--- src/rtl/output_decoder_if.sv ---
// Symbol-serial control link between the request sender and output_decoder.
// One request/ack pair per symbol, plus the committed channel commands.
interface output_decoder_if;
    logic Fs;
    logic Fe;
    logic Fd;
    logic X0;
    logic One;
    logic Zero;
    logic Fs_ack;
    logic Fe_ack;
    logic Fd_ack;
    logic X0_ack;
    logic one_ack;
    logic zero_ack;
    logic Ch1_Up;
    logic Ch1_Down;
    logic Ch2_Up;
    logic Ch2_Down;

    // Sender side: raises requests, watches acks and the committed outputs.
    modport master (
        output Fs, Fe, Fd, X0, One, Zero,
        input  Fs_ack, Fe_ack, Fd_ack, X0_ack, one_ack, zero_ack,
        input  Ch1_Up, Ch1_Down, Ch2_Up, Ch2_Down
    );

    // Decoder side.
    modport slave (
        input  Fs, Fe, Fd, X0, One, Zero,
        output Fs_ack, Fe_ack, Fd_ack, X0_ack, one_ack, zero_ack,
        output Ch1_Up, Ch1_Down, Ch2_Up, Ch2_Down
    );
endinterface

--- src/rtl/output_decoder.sv ---
// Receive end of the symbol-serial control link. Each asynchronous request line
// is synchronized, a single 4-phase handshake engine serves the highest-priority
// pending request, and a frame FSM turns accepted symbols into Up/Down commands
// for two channels that are committed atomically on frame end.
module output_decoder #(
    parameter int SYNC_STAGES = 2
) (
    input  logic             clk,
    input  logic             rst,
    output_decoder_if.slave  bus
);

    // Request indices; a higher index means a higher priority.
    localparam int N_REQ = 6;
    localparam logic [2:0] IDX_ZERO = 3'd0;
    localparam logic [2:0] IDX_ONE  = 3'd1;
    localparam logic [2:0] IDX_X0   = 3'd2;
    localparam logic [2:0] IDX_FS   = 3'd3;
    localparam logic [2:0] IDX_FE   = 3'd4;
    localparam logic [2:0] IDX_FD   = 3'd5;

    // Channel staging/command encoding: {Up, Down}.
    localparam logic [1:0] CMD_UP   = 2'b10;
    localparam logic [1:0] CMD_DOWN = 2'b01;
    localparam logic [1:0] CMD_STOP = 2'b00;

    typedef enum logic {
        WAIT_REQ,
        HOLD
    } hs_state_t;

    typedef enum logic [1:0] {
        IDLE,
        CH1,
        CH2
    } frame_state_t;

    logic [N_REQ-1:0] req_raw;
    logic [N_REQ-1:0] req_sync;

    assign req_raw = {bus.Fd, bus.Fe, bus.Fs, bus.X0, bus.One, bus.Zero};

    // One synchronizer chain per request line; only the last stage is used.
    generate
        for (genvar gi = 0; gi < N_REQ; gi++) begin : g_sync
            logic [SYNC_STAGES-1:0] sync_reg;

            // Shift the raw request through SYNC_STAGES flops.
            always_ff @(posedge clk) begin
                if (rst) begin
                    sync_reg <= '0;
                end else begin
                    sync_reg[0] <= req_raw[gi];
                    for (int s = 1; s < SYNC_STAGES; s++) begin
                        sync_reg[s] <= sync_reg[s-1];
                    end
                end
            end

            assign req_sync[gi] = sync_reg[SYNC_STAGES-1];
        end
    endgenerate

    logic       pick_valid;
    logic [2:0] pick_idx;

    // Fixed-priority pick: scanning upward lets the highest pending index win.
    always_comb begin
        pick_valid = 1'b0;
        pick_idx   = 3'd0;
        for (int i = 0; i < N_REQ; i++) begin
            if (req_sync[i]) begin
                pick_valid = 1'b1;
                pick_idx   = 3'(i);
            end
        end
    end

    hs_state_t        hs_reg;
    frame_state_t     frame_reg;
    logic [2:0]       sel_reg;
    logic [N_REQ-1:0] ack_reg;
    logic [1:0]       stage1_reg;
    logic [1:0]       stage2_reg;
    logic [1:0]       ch1_reg;
    logic [1:0]       ch2_reg;

    // Handshake engine and frame FSM; the symbol action happens on the accept edge.
    always_ff @(posedge clk) begin
        if (rst) begin
            hs_reg     <= WAIT_REQ;
            frame_reg  <= IDLE;
            sel_reg    <= 3'd0;
            ack_reg    <= '0;
            stage1_reg <= CMD_STOP;
            stage2_reg <= CMD_STOP;
            ch1_reg    <= CMD_STOP;
            ch2_reg    <= CMD_STOP;
        end else begin
            case (hs_reg)
                WAIT_REQ: begin
                    if (pick_valid) begin
                        ack_reg <= N_REQ'(1) << pick_idx;
                        sel_reg <= pick_idx;
                        hs_reg  <= HOLD;
                        case (pick_idx)
                            IDX_FD: begin
                                // Abort: staged data is dropped, outputs keep the last commit.
                                frame_reg <= IDLE;
                            end
                            IDX_FE: begin
                                // Commit only from inside a frame; a stray Fe in IDLE is ignored.
                                if (frame_reg != IDLE) begin
                                    ch1_reg   <= stage1_reg;
                                    ch2_reg   <= stage2_reg;
                                    frame_reg <= IDLE;
                                end
                            end
                            IDX_FS: begin
                                // Start or restart a frame with both channels at stop.
                                frame_reg  <= CH1;
                                stage1_reg <= CMD_STOP;
                                stage2_reg <= CMD_STOP;
                            end
                            IDX_X0: begin
                                if (frame_reg == CH1) begin
                                    frame_reg <= CH2;
                                end
                            end
                            IDX_ONE: begin
                                if (frame_reg == CH1) begin
                                    stage1_reg <= CMD_UP;
                                end else if (frame_reg == CH2) begin
                                    stage2_reg <= CMD_UP;
                                end
                            end
                            IDX_ZERO: begin
                                if (frame_reg == CH1) begin
                                    stage1_reg <= CMD_DOWN;
                                end else if (frame_reg == CH2) begin
                                    stage2_reg <= CMD_DOWN;
                                end
                            end
                            default: begin
                            end
                        endcase
                    end
                end
                HOLD: begin
                    // Release once the served request has been seen low.
                    if (!req_sync[sel_reg]) begin
                        ack_reg <= '0;
                        hs_reg  <= WAIT_REQ;
                    end
                end
                default: begin
                    hs_reg  <= WAIT_REQ;
                    ack_reg <= '0;
                end
            endcase
        end
    end

    assign bus.zero_ack = ack_reg[IDX_ZERO];
    assign bus.one_ack  = ack_reg[IDX_ONE];
    assign bus.X0_ack   = ack_reg[IDX_X0];
    assign bus.Fs_ack   = ack_reg[IDX_FS];
    assign bus.Fe_ack   = ack_reg[IDX_FE];
    assign bus.Fd_ack   = ack_reg[IDX_FD];

    assign bus.Ch1_Up   = ch1_reg[1];
    assign bus.Ch1_Down = ch1_reg[0];
    assign bus.Ch2_Up   = ch2_reg[1];
    assign bus.Ch2_Down = ch2_reg[0];

endmodule

--- src/flat_wrapper.sv ---
// flat-port wrapper written by rule: the top's interface ports become plain ports
module output_decoder_flat 
#(
    parameter int SYNC_STAGES = 2
)
  (clk, rst, bus_Fs, bus_Fe, bus_Fd, bus_X0, bus_One, bus_Zero, bus_Fs_ack, bus_Fe_ack, bus_Fd_ack, bus_X0_ack, bus_one_ack, bus_zero_ack, bus_Ch1_Up, bus_Ch1_Down, bus_Ch2_Up, bus_Ch2_Down);
  output_decoder_if bus_i ();
  input  logic clk;
  input  logic rst;
  input wire logic [$bits(bus_i.Fs)-1:0] bus_Fs;
  input wire logic [$bits(bus_i.Fe)-1:0] bus_Fe;
  input wire logic [$bits(bus_i.Fd)-1:0] bus_Fd;
  input wire logic [$bits(bus_i.X0)-1:0] bus_X0;
  input wire logic [$bits(bus_i.One)-1:0] bus_One;
  input wire logic [$bits(bus_i.Zero)-1:0] bus_Zero;
  output wire logic [$bits(bus_i.Fs_ack)-1:0] bus_Fs_ack;
  output wire logic [$bits(bus_i.Fe_ack)-1:0] bus_Fe_ack;
  output wire logic [$bits(bus_i.Fd_ack)-1:0] bus_Fd_ack;
  output wire logic [$bits(bus_i.X0_ack)-1:0] bus_X0_ack;
  output wire logic [$bits(bus_i.one_ack)-1:0] bus_one_ack;
  output wire logic [$bits(bus_i.zero_ack)-1:0] bus_zero_ack;
  output wire logic [$bits(bus_i.Ch1_Up)-1:0] bus_Ch1_Up;
  output wire logic [$bits(bus_i.Ch1_Down)-1:0] bus_Ch1_Down;
  output wire logic [$bits(bus_i.Ch2_Up)-1:0] bus_Ch2_Up;
  output wire logic [$bits(bus_i.Ch2_Down)-1:0] bus_Ch2_Down;
  assign bus_i.Fs = bus_Fs;
  assign bus_i.Fe = bus_Fe;
  assign bus_i.Fd = bus_Fd;
  assign bus_i.X0 = bus_X0;
  assign bus_i.One = bus_One;
  assign bus_i.Zero = bus_Zero;
  assign bus_Fs_ack = bus_i.Fs_ack;
  assign bus_Fe_ack = bus_i.Fe_ack;
  assign bus_Fd_ack = bus_i.Fd_ack;
  assign bus_X0_ack = bus_i.X0_ack;
  assign bus_one_ack = bus_i.one_ack;
  assign bus_zero_ack = bus_i.zero_ack;
  assign bus_Ch1_Up = bus_i.Ch1_Up;
  assign bus_Ch1_Down = bus_i.Ch1_Down;
  assign bus_Ch2_Up = bus_i.Ch2_Up;
  assign bus_Ch2_Down = bus_i.Ch2_Down;
  output_decoder #(.SYNC_STAGES(SYNC_STAGES)) u_core (.clk(clk), .rst(rst), .bus(bus_i));
endmodule
--- config.mk ---
export PLATFORM = sky130hd
export DESIGN_NAME = output_decoder_flat
export DESIGN_NICKNAME = d
export VERILOG_FILES = /design/src/rtl/output_decoder_if.sv /design/src/rtl/output_decoder.sv /design/src/flat_wrapper.sv
export SDC_FILE = /design/constraint.sdc
export NUM_CORES = 1
export LEC_CHECK = 0
export CORE_ASPECT_RATIO = 0.6
export CORE_MARGIN = 2
export CORE_UTILIZATION = 29
export CTS_CLUSTER_SIZE = 16
export DETAILED_ROUTE_END_ITERATION = 10
export SYNTH_ARGS = -nofsm -noshare
export SYNTH_HDL_FRONTEND = slang
export SYNTH_SLANG_ARGS = --single-unit
--- constraint.sdc ---
create_clock -name clk -period 1.31 [get_ports clk]
set_input_delay 0.131 -clock clk [delete_from_list [all_inputs] [get_ports clk]]
set_output_delay 0.131 -clock clk [all_outputs]
set_load 0.005 [all_outputs]
==> metrics.md <==
| Metric | Value |
|---|---|
| Status | `finished with violations` |
| Failing checks | `setup timing` |
| Post-synth cell types | `35` |
| CP required | `1.54 ns` |
| N_diodes | `0` |
| Leak | `slightly above 0.7 nW` |
| Area leader, netlist | `dfxtp_1` |
| Avg Cell Area, Syn | `10.3 µm²` |
| CP Cell Sequence | `nor4_4, a21oi_2, a311oi_4, buf_6, a32o_1` |
| HP Start | `bus_Fs` |
| Initial antenna violation count | `0` |
| Core region area | `0.00414 mm²` |
| Worst Skew | `0.00555 ns` |
| Tmin final | `roughly 1.4 ns` |
| Post-route DRC | `0` |
| Worst path slowest cell | `dfxtp_4` |
| PwrDens | `1160 mW/mm²` |
| Slew @ Worst Pin | `0.351 ns` |
| HP Class | `input pin to flop` |
| Yosys warnings | `0` |
| Top post-synthesis cells by area | `dfxtp_1 (51%), nor2b_1 (6.5%), mux2i_1 (6.4%)` |
| Area growth syn-to-layout | `49.0%` |
| Crit path arrival time | `about 1.6 ns` |
| DP HPWL | `approximately 2100 µm` |
| PnR Total Power | `2.17 mW` |
| Peak supply drop | `~0.00055 V` |
| Peak per-stage delay on the critical path | `0.36 ns` |
| Worst Hold Path EP | `u_core.g_sync[3].sync_reg[0]` |
| Post-synth top area share | `0.509` |
| Vias | `1038` |
| First-pass GRT wire length | `4560 µm` |
| Final Cycle Share | `1.07` |
| Critical path type | `flop to flop` |
| Critical path's top delay family | `compound AO/OA/AOI/OAI gates` |
| FILL cells | `414` |
| PortBufs | `17` |
| RePlAce Congestion | `0.769` |
| Antenna viol nets, final | `0` |
| Register bit total from synthesis | `32` |
| Synthesized area | `between 0.001 and 0.0015 mm²` |
| Syn Inst Count | `122` |
| CTS max path bufs | `2` |
| Detailed Route WL | `2910 µm` |
| Clock sink total | `32` |
| Setup crit start kind | `flop` |
| Crit path max fanout | `6` |
| Final setup margin | `-0.0893 ns` |
| Number of global-route vias before repair | `917` |
| R2R Setup Slk | `-0.09 ns` |
| Worst r2r src | `u_core.g_sync[5].sync_reg[1]` |
| DIE HEIGHT | `55.0 µm` |
| Vias per Instance | `4.59` |
| Final setup violation count | `8` |
| Setup WS pre-CTS | `-0.165 ns` |
| TritonCTS clock tree | `built` |
| Hold Crit Depth | `2` |
| Die area | `0.00490 mm²` |
| R2R cell count | `5` |
| Hold slack final | `~0.4 ns` |
| Achievable frequency | `715 MHz` |
| Final hold vios | `0` |
| Largest net degree at the start of global routing | `13` |
| Starting Density | `0.304` |
| H-tree Lvls | `2` |
| Fin nets | `between 150 and 200` |
| Clock-pin slew on the worst setup and hold paths | `~0.060 ns` |
| Post-synthesis sequential area ratio | `0.509` |
| CTS Hold Bufs | `0` |
| Congestion Overflow GR | `0` |
| Drt first pass iters | `4` |
| Number of flip-flops in the largest register | `12` |
| Max Slew Vio Count | `0` |
| Syn nets | `130` |
| RSZ-0062 raised after global routing | `true` |
| Total of max-cap violations | `0` |
| Crit path buf inv count | `1` |
| Wire per inst | `12.9 µm` |
| Die width | `89.1 µm` |
| Max-Slew Margin vs Limit | `0.765` |
| I/O pin count | `18` |
| Clk_lat worst skew | `0.28 ns` |
| Gr usage total | `0.133` |
| Clk root buf | `clkbuf_8` |
| R2R Path End | `u_core.ack_reg[4]` |
| Setup crit end kind | `flop` |
| Layout cells sized above 1 | `0.386` |
| Rows | `18` |
| Total CTS buffers | `5` |
| 1st-iter DRT viols | `46` |
-- cells by family after synthesis --
kind of cell / Yosys count / synth area share
AOI/OAI and AO/OA: 26 / 0.173
buffers and inverters: 10 / 0.0348
DFF: 32 / 0.509
muxes: 9 / 0.0726
and+or+nand+nor: 45 / 0.211
-- what timing repair did --
action	in CTS	in global routing
endpoints found under the hold margin	0	0
endpoints found under the setup margin	14	13
gates resized for setup	7	24
pin swaps	2	8
buffers inserted	0	2
-- worst register-to-register path, cell delays in order (launching register included) --
cell      delay [ns]
dfxtp_4         0.36
nor4_4          0.34
a21oi_2         0.13
a311oi_4        0.22
buf_6           0.17
a32o_1          0.13
-- synth_stat cells --
| cell type | count |
|---|---|
| mux2_2 | 1 |
| clkbuf_1 | 4 |
| dfxtp_1 | 32 |
| nor2_1 | 12 |
| inv_1 | 3 |
| o21a_1 | 2 |
| a31oi_1 | 2 |
| nand3b_2 | 1 |
| or4_1 | 1 |
| nor2b_1 | 13 |
| nor3_1 | 3 |
| a311oi_4 | 1 |
| a31o_2 | 1 |
| o22ai_1 | 2 |
| a32o_1 | 2 |
| a21oi_1 | 3 |
| o2bb2ai_1 | 2 |
| a311oi_1 | 1 |
| nand2b_1 | 5 |
| a21boi_0 | 1 |
| a21oi_2 | 1 |
| o21ai_0 | 2 |
| nand2_1 | 5 |
| a22o_1 | 2 |
| a21o_2 | 1 |
| o21bai_1 | 1 |
| mux2i_1 | 8 |
| nor4_4 | 1 |
| o2111a_1 | 1 |
| nor3_2 | 1 |
| nor4b_1 | 2 |
| o32a_1 | 1 |
| buf_2 | 2 |
| buf_4 | 1 |
| nor4_1 | 1 |
-- how the worst max path moves through the flow --
stage,from,endpoint,cells past startpoint
final,u_core.g_sync[5].sync_reg[1],u_core.ack_reg[4],5
after detailed placement,u_core.sel_reg[2],u_core.ack_reg[0],4
after floorplan,u_core.g_sync[4].sync_reg[1],u_core.ack_reg[0],5
after CTS,u_core.g_sync[5].sync_reg[1],u_core.ack_reg[0],4
after global placement,u_core.g_sync[5].sync_reg[1],u_core.ack_reg[0],4
after global routing,u_core.g_sync[5].sync_reg[1],u_core.ack_reg[4],5
-- power breakdown --
part           internal (mW)  switching (mW)  total (mW)
Combinational          0.197           0.144       0.341
Clock                  0.428           0.339       0.766
Sequential              1.02          0.0434        1.06
-- layout by cell type, fill, tap and decap left out, types with 3 or more instances in the layout --
cell type        netlist  final
clkdlybuf4s50_1        0     16
nor2_1                12      9
clkbuf_8               0      6
a21oi_1                3      3
nor2b_1               13     13
nand2b_1               5      5
dfxtp_1               32     23
dfxtp_2                0      7
mux2i_1                8      8
nand2_1                5      4
nor3_1                 3      3
buf_4                  1     24
-- routing by layer --
metal,GRT usage,part of all wire,vias to the layer above
li1,-,-,519
met1,0.182,0.52,483
met2,0.175,0.41,30
met3,0.0519,0.056,6
met4,0.0746,0.016,0
met5,0,0,-
-- per-stage QoR --
step	instances	cell area, µm²	util	TNS [ns]
2_1_floorplan	122	1270	-	-0.424
3_3_place_gp	217	1670	0.402	-0.971
3_5_place_dp	217	1670	0.402	-2.13
4_1_cts	225	1770	0.428	-0.800
5_1_grt	226	1880	0.453	-0.991
6_report	226	1880	0.453	-0.523
-- final cells by class --
| cell class | instances | area [µm²] | area share |
|---|---|---|---|
| timing repair buffer | 43 | 375 | 0.200 |
| tap | 60 | 75.1 | 0.0400 |
| sequential | 32 | 657 | 0.350 |
| clock buffer | 8 | 90.1 | 0.0480 |
| inverter | 3 | 11.3 | 0.00600 |
| multi-input combinational | 80 | 667 | 0.356 |
Power figures use the tool's default switching activity.
==> variant, RTL diff (config.mk and constraints unchanged) <==
Make the reset (`rst`) asynchronous in 2 clocked blocks.
--- a/src/rtl/output_decoder.sv
+++ b/src/rtl/output_decoder.sv
@@ -46,7 +46,7 @@
             logic [SYNC_STAGES-1:0] sync_reg;
 
             // Shift the raw request through SYNC_STAGES flops.
-            always_ff @(posedge clk) begin
+            always_ff @(posedge clk or posedge rst) begin
                 if (rst) begin
                     sync_reg <= '0;
                 end else begin
@@ -86,7 +86,7 @@
     logic [1:0]       ch2_reg;
 
     // Handshake engine and frame FSM; the symbol action happens on the accept edge.
-    always_ff @(posedge clk) begin
+    always_ff @(posedge clk or posedge rst) begin
         if (rst) begin
             hs_reg     <= WAIT_REQ;
             frame_reg  <= IDLE;
Function: differs if rst is asserted again (counterexample within 4 cycles, from zero or initial values and one cycle with rst high); with rst held inactive, the same outputs for 10 cycles.
==> variant against the unedited design <==
The flow still finishes with violations (negative setup slack). Synthesized area is 11% higher. Wire length is 25% higher. Sequential cell count stayed put. Via count is 14% higher. Final area is 19% higher. Global-route usage is 0.18 points lower. Setup slack worse by 150 ps. Core utilization is 3.3 points higher. Count of clock-buffer cells in the layout is 2 lower. Cell count is 8.4% higher. Critical endpoint is now u_core.stage1_reg[0]. Largest cell class is now registers.
Power is not compared: it rests on default switching activity, and its combinational part moved more than twofold at a synthesized area within 25%.
==> variant: results (changes against the unedited design) <==
stage;metric;value;unit;change
status;status;finished, violations left;;unchanged
status;failing checks;negative setup slack;;unchanged
worst_setup_path;reg2reg start;u_core.g_sync[4].sync_reg[1];;was u_core.g_sync[5].sync_reg[1]
worst_setup_path;Worst EP arrival;1750;ps;was 1630 ps
grt;first-pass GRT wire length;5260;um;was 4560 um
worst_setup_path;Critical Path Fanout Max;7;;was 6
timing;final setup fails;20;;was 8
grt;pin count of the biggest net entering global routing;33;;was 13
grt;met3 Usage GRT;0.0468;;was 0.0519
grt;GR Util All Layers;0.131;;was 0.133
clocking;clock-pin slew on the worst setup and hold paths;60;ps;about the same
worst_setup_path;reg2reg end;u_core.stage1_reg[0];;was u_core.ack_reg[4]
pwr;Max VDD drop;754;uV;
grt;number of global-route vias before repair;1116;;was 917
pwr;internal power;0.00237;W;
clocking;Clock H-tree levels;2;;unchanged
clocking;CTS root buf;clkbuf_8;;unchanged
finish;# fillers;414;;unchanged
route;via/cell ratio;4.83;;was 4.59
yosys;FFs w/ async S/R, synth;1.00;;was 0
finish;layout cells sized above 1;0.462;;was 0.386
route;final WL;3630;um;was 2910 um
finish;register area;807;sq um;was 657 sq um
timing;Max Clock Skew;4.38;ps;was 5.55 ps
grt;met1 Usage GRT;0.174;;was 0.182
yosys;top post-synthesis cells by count;32 x dfrtp_1, 18 x nand2_1, 9 x inv_1;;was 32 x dfxtp_1, 13 x nor2b_1, 12 x nor2_1
yosys;sequential share of the synthesized area;0.574;;was 0.509
grt;met2 usage;0.192;;was 0.175
placement;placed instance area;0.00183;sq mm;was 0.00167 sq mm
finish;fin nets;191;;was 173
route;Pre-Repair DR Iteration Count;4;;unchanged
timing;Worst-Margin Slew;488;ps;was 351 ps
yosys;most area-consuming cells after synthesis;dfrtp_1 57%, nand2_1 4.8%, mux2_2 3.2%;;was dfxtp_1 51%, nor2b_1 6.5%, mux2i_1 6.4%
yosys;synth warn;0;;unchanged
yosys;syn nets;136;;was 130
worst_setup_path;R2R setup slack;-240;ps;was -90 ps
route;initial DRC count;35;;was 46
timing;Slew Limit Fails;0;;unchanged
timing;WHS;188;ps;was 400 ps
yosys;synth unique cells;33;;was 35
hold_path;Worst Hold Class;in -> async;;was in -> reg
placement;Final HPWL DP;2310;um;was 2120 um
clocking;later-pin clock latency in the skew report;280;ps;about the same
placement;Final GP Congestion;0.873;;was 0.769
placement;# port buffers;17;;unchanged
timing;final setup margin;-244;ps;was -89.3 ps
clocking;clock buffer depth;2;;unchanged
==> variant: layer usage <==
metal | up-vias | part of all wire
met1 | 591 | 0.43
met5 | - | 0
met3 | 6 | 0.059
met2 | 32 | 0.49
met4 | 0 | 0.014
li1 | 554 | -
==> variant: how the worst max path moves through the flow <==
stage	from	to	slack, ps	depth (start not counted)
final	u_core.g_sync[4].sync_reg[1]	u_core.stage1_reg[0]	-240	5
after global routing	u_core.g_sync[3].sync_reg[1]	u_core.ack_reg[2]	-290	6
after CTS	u_core.g_sync[2].sync_reg[1]	u_core.ack_reg[0]	-220	3
after detailed placement	u_core.g_sync[2].sync_reg[1]	u_core.ack_reg[0]	-230	3
after global placement	u_core.g_sync[2].sync_reg[1]	u_core.ack_reg[0]	-210	3
after floorplan	u_core.g_sync[4].sync_reg[1]	u_core.ack_reg[0]	-220	5
==> variant: layout make-up <==
type	count	share of cell area
multi-input combinational	79	0.324
timing repair buffer	54	0.217
inverter	9	0.0151
sequential	32	0.361
clock inverter	2	0.0157
clock buffer	6	0.0324
tap	63	0.0352
==> variant: worst max-delay path: stages (launching register included) <==
cell      delay (ps)
dfrtp_2          480
or4_4            570
buf_4            170
a21oi_2          110
nand2_1           70
o211ai_1          80
==> variant: power groups by stage <==
| stage | clock network (W) | registers, W | logic (W) |
|---|---|---|---|
| after floorplan | 0 | 0.00125 | 0.000544 |
| after global placement | 0 | 0.00128 | 0.000976 |
| after detailed placement | 0 | 0.00129 | 0.000991 |
| after CTS | 0.000931 | 0.00128 | 0.00103 |
| after global routing | 0.000988 | 0.00134 | 0.00136 |
| final | 0.000906 | 0.00132 | 0.00127 |
==> variant: what timing repair did <==
item / in CTS / in global routing
setup endpoints to repair: 20 / 23
gates resized for setup: 10 / 40
pin swaps: 4 / 16
buffers inserted: 3 / 8
==> variant: per-stage QoR <==
stage	TNS [ps]	util	cells	power (W)	setup WS (ps)
2_1_floorplan	-2210	-	126	0.00179	-221
6_report	-3250	0.485	245	0.00350	-244
4_1_cts	-2550	0.432	237	0.00324	-225
5_1_grt	-4450	0.485	245	0.00369	-285
3_5_place_dp	-3370	0.397	226	0.00228	-232
3_3_place_gp	-2870	0.397	226	0.00225	-207
==> variant: cells by family (layout without fill, tap and decap cells) <==
family          count (synthesis)  after routing  share of synthesized area
compound gates                 28             28                      0.132
fa+ha+maj                       2              2                     0.0179
buf+inv                        15             71                     0.0538
flops                          32             32                      0.574
mux                             7              7                     0.0538
simple gates                   42             42                      0.169
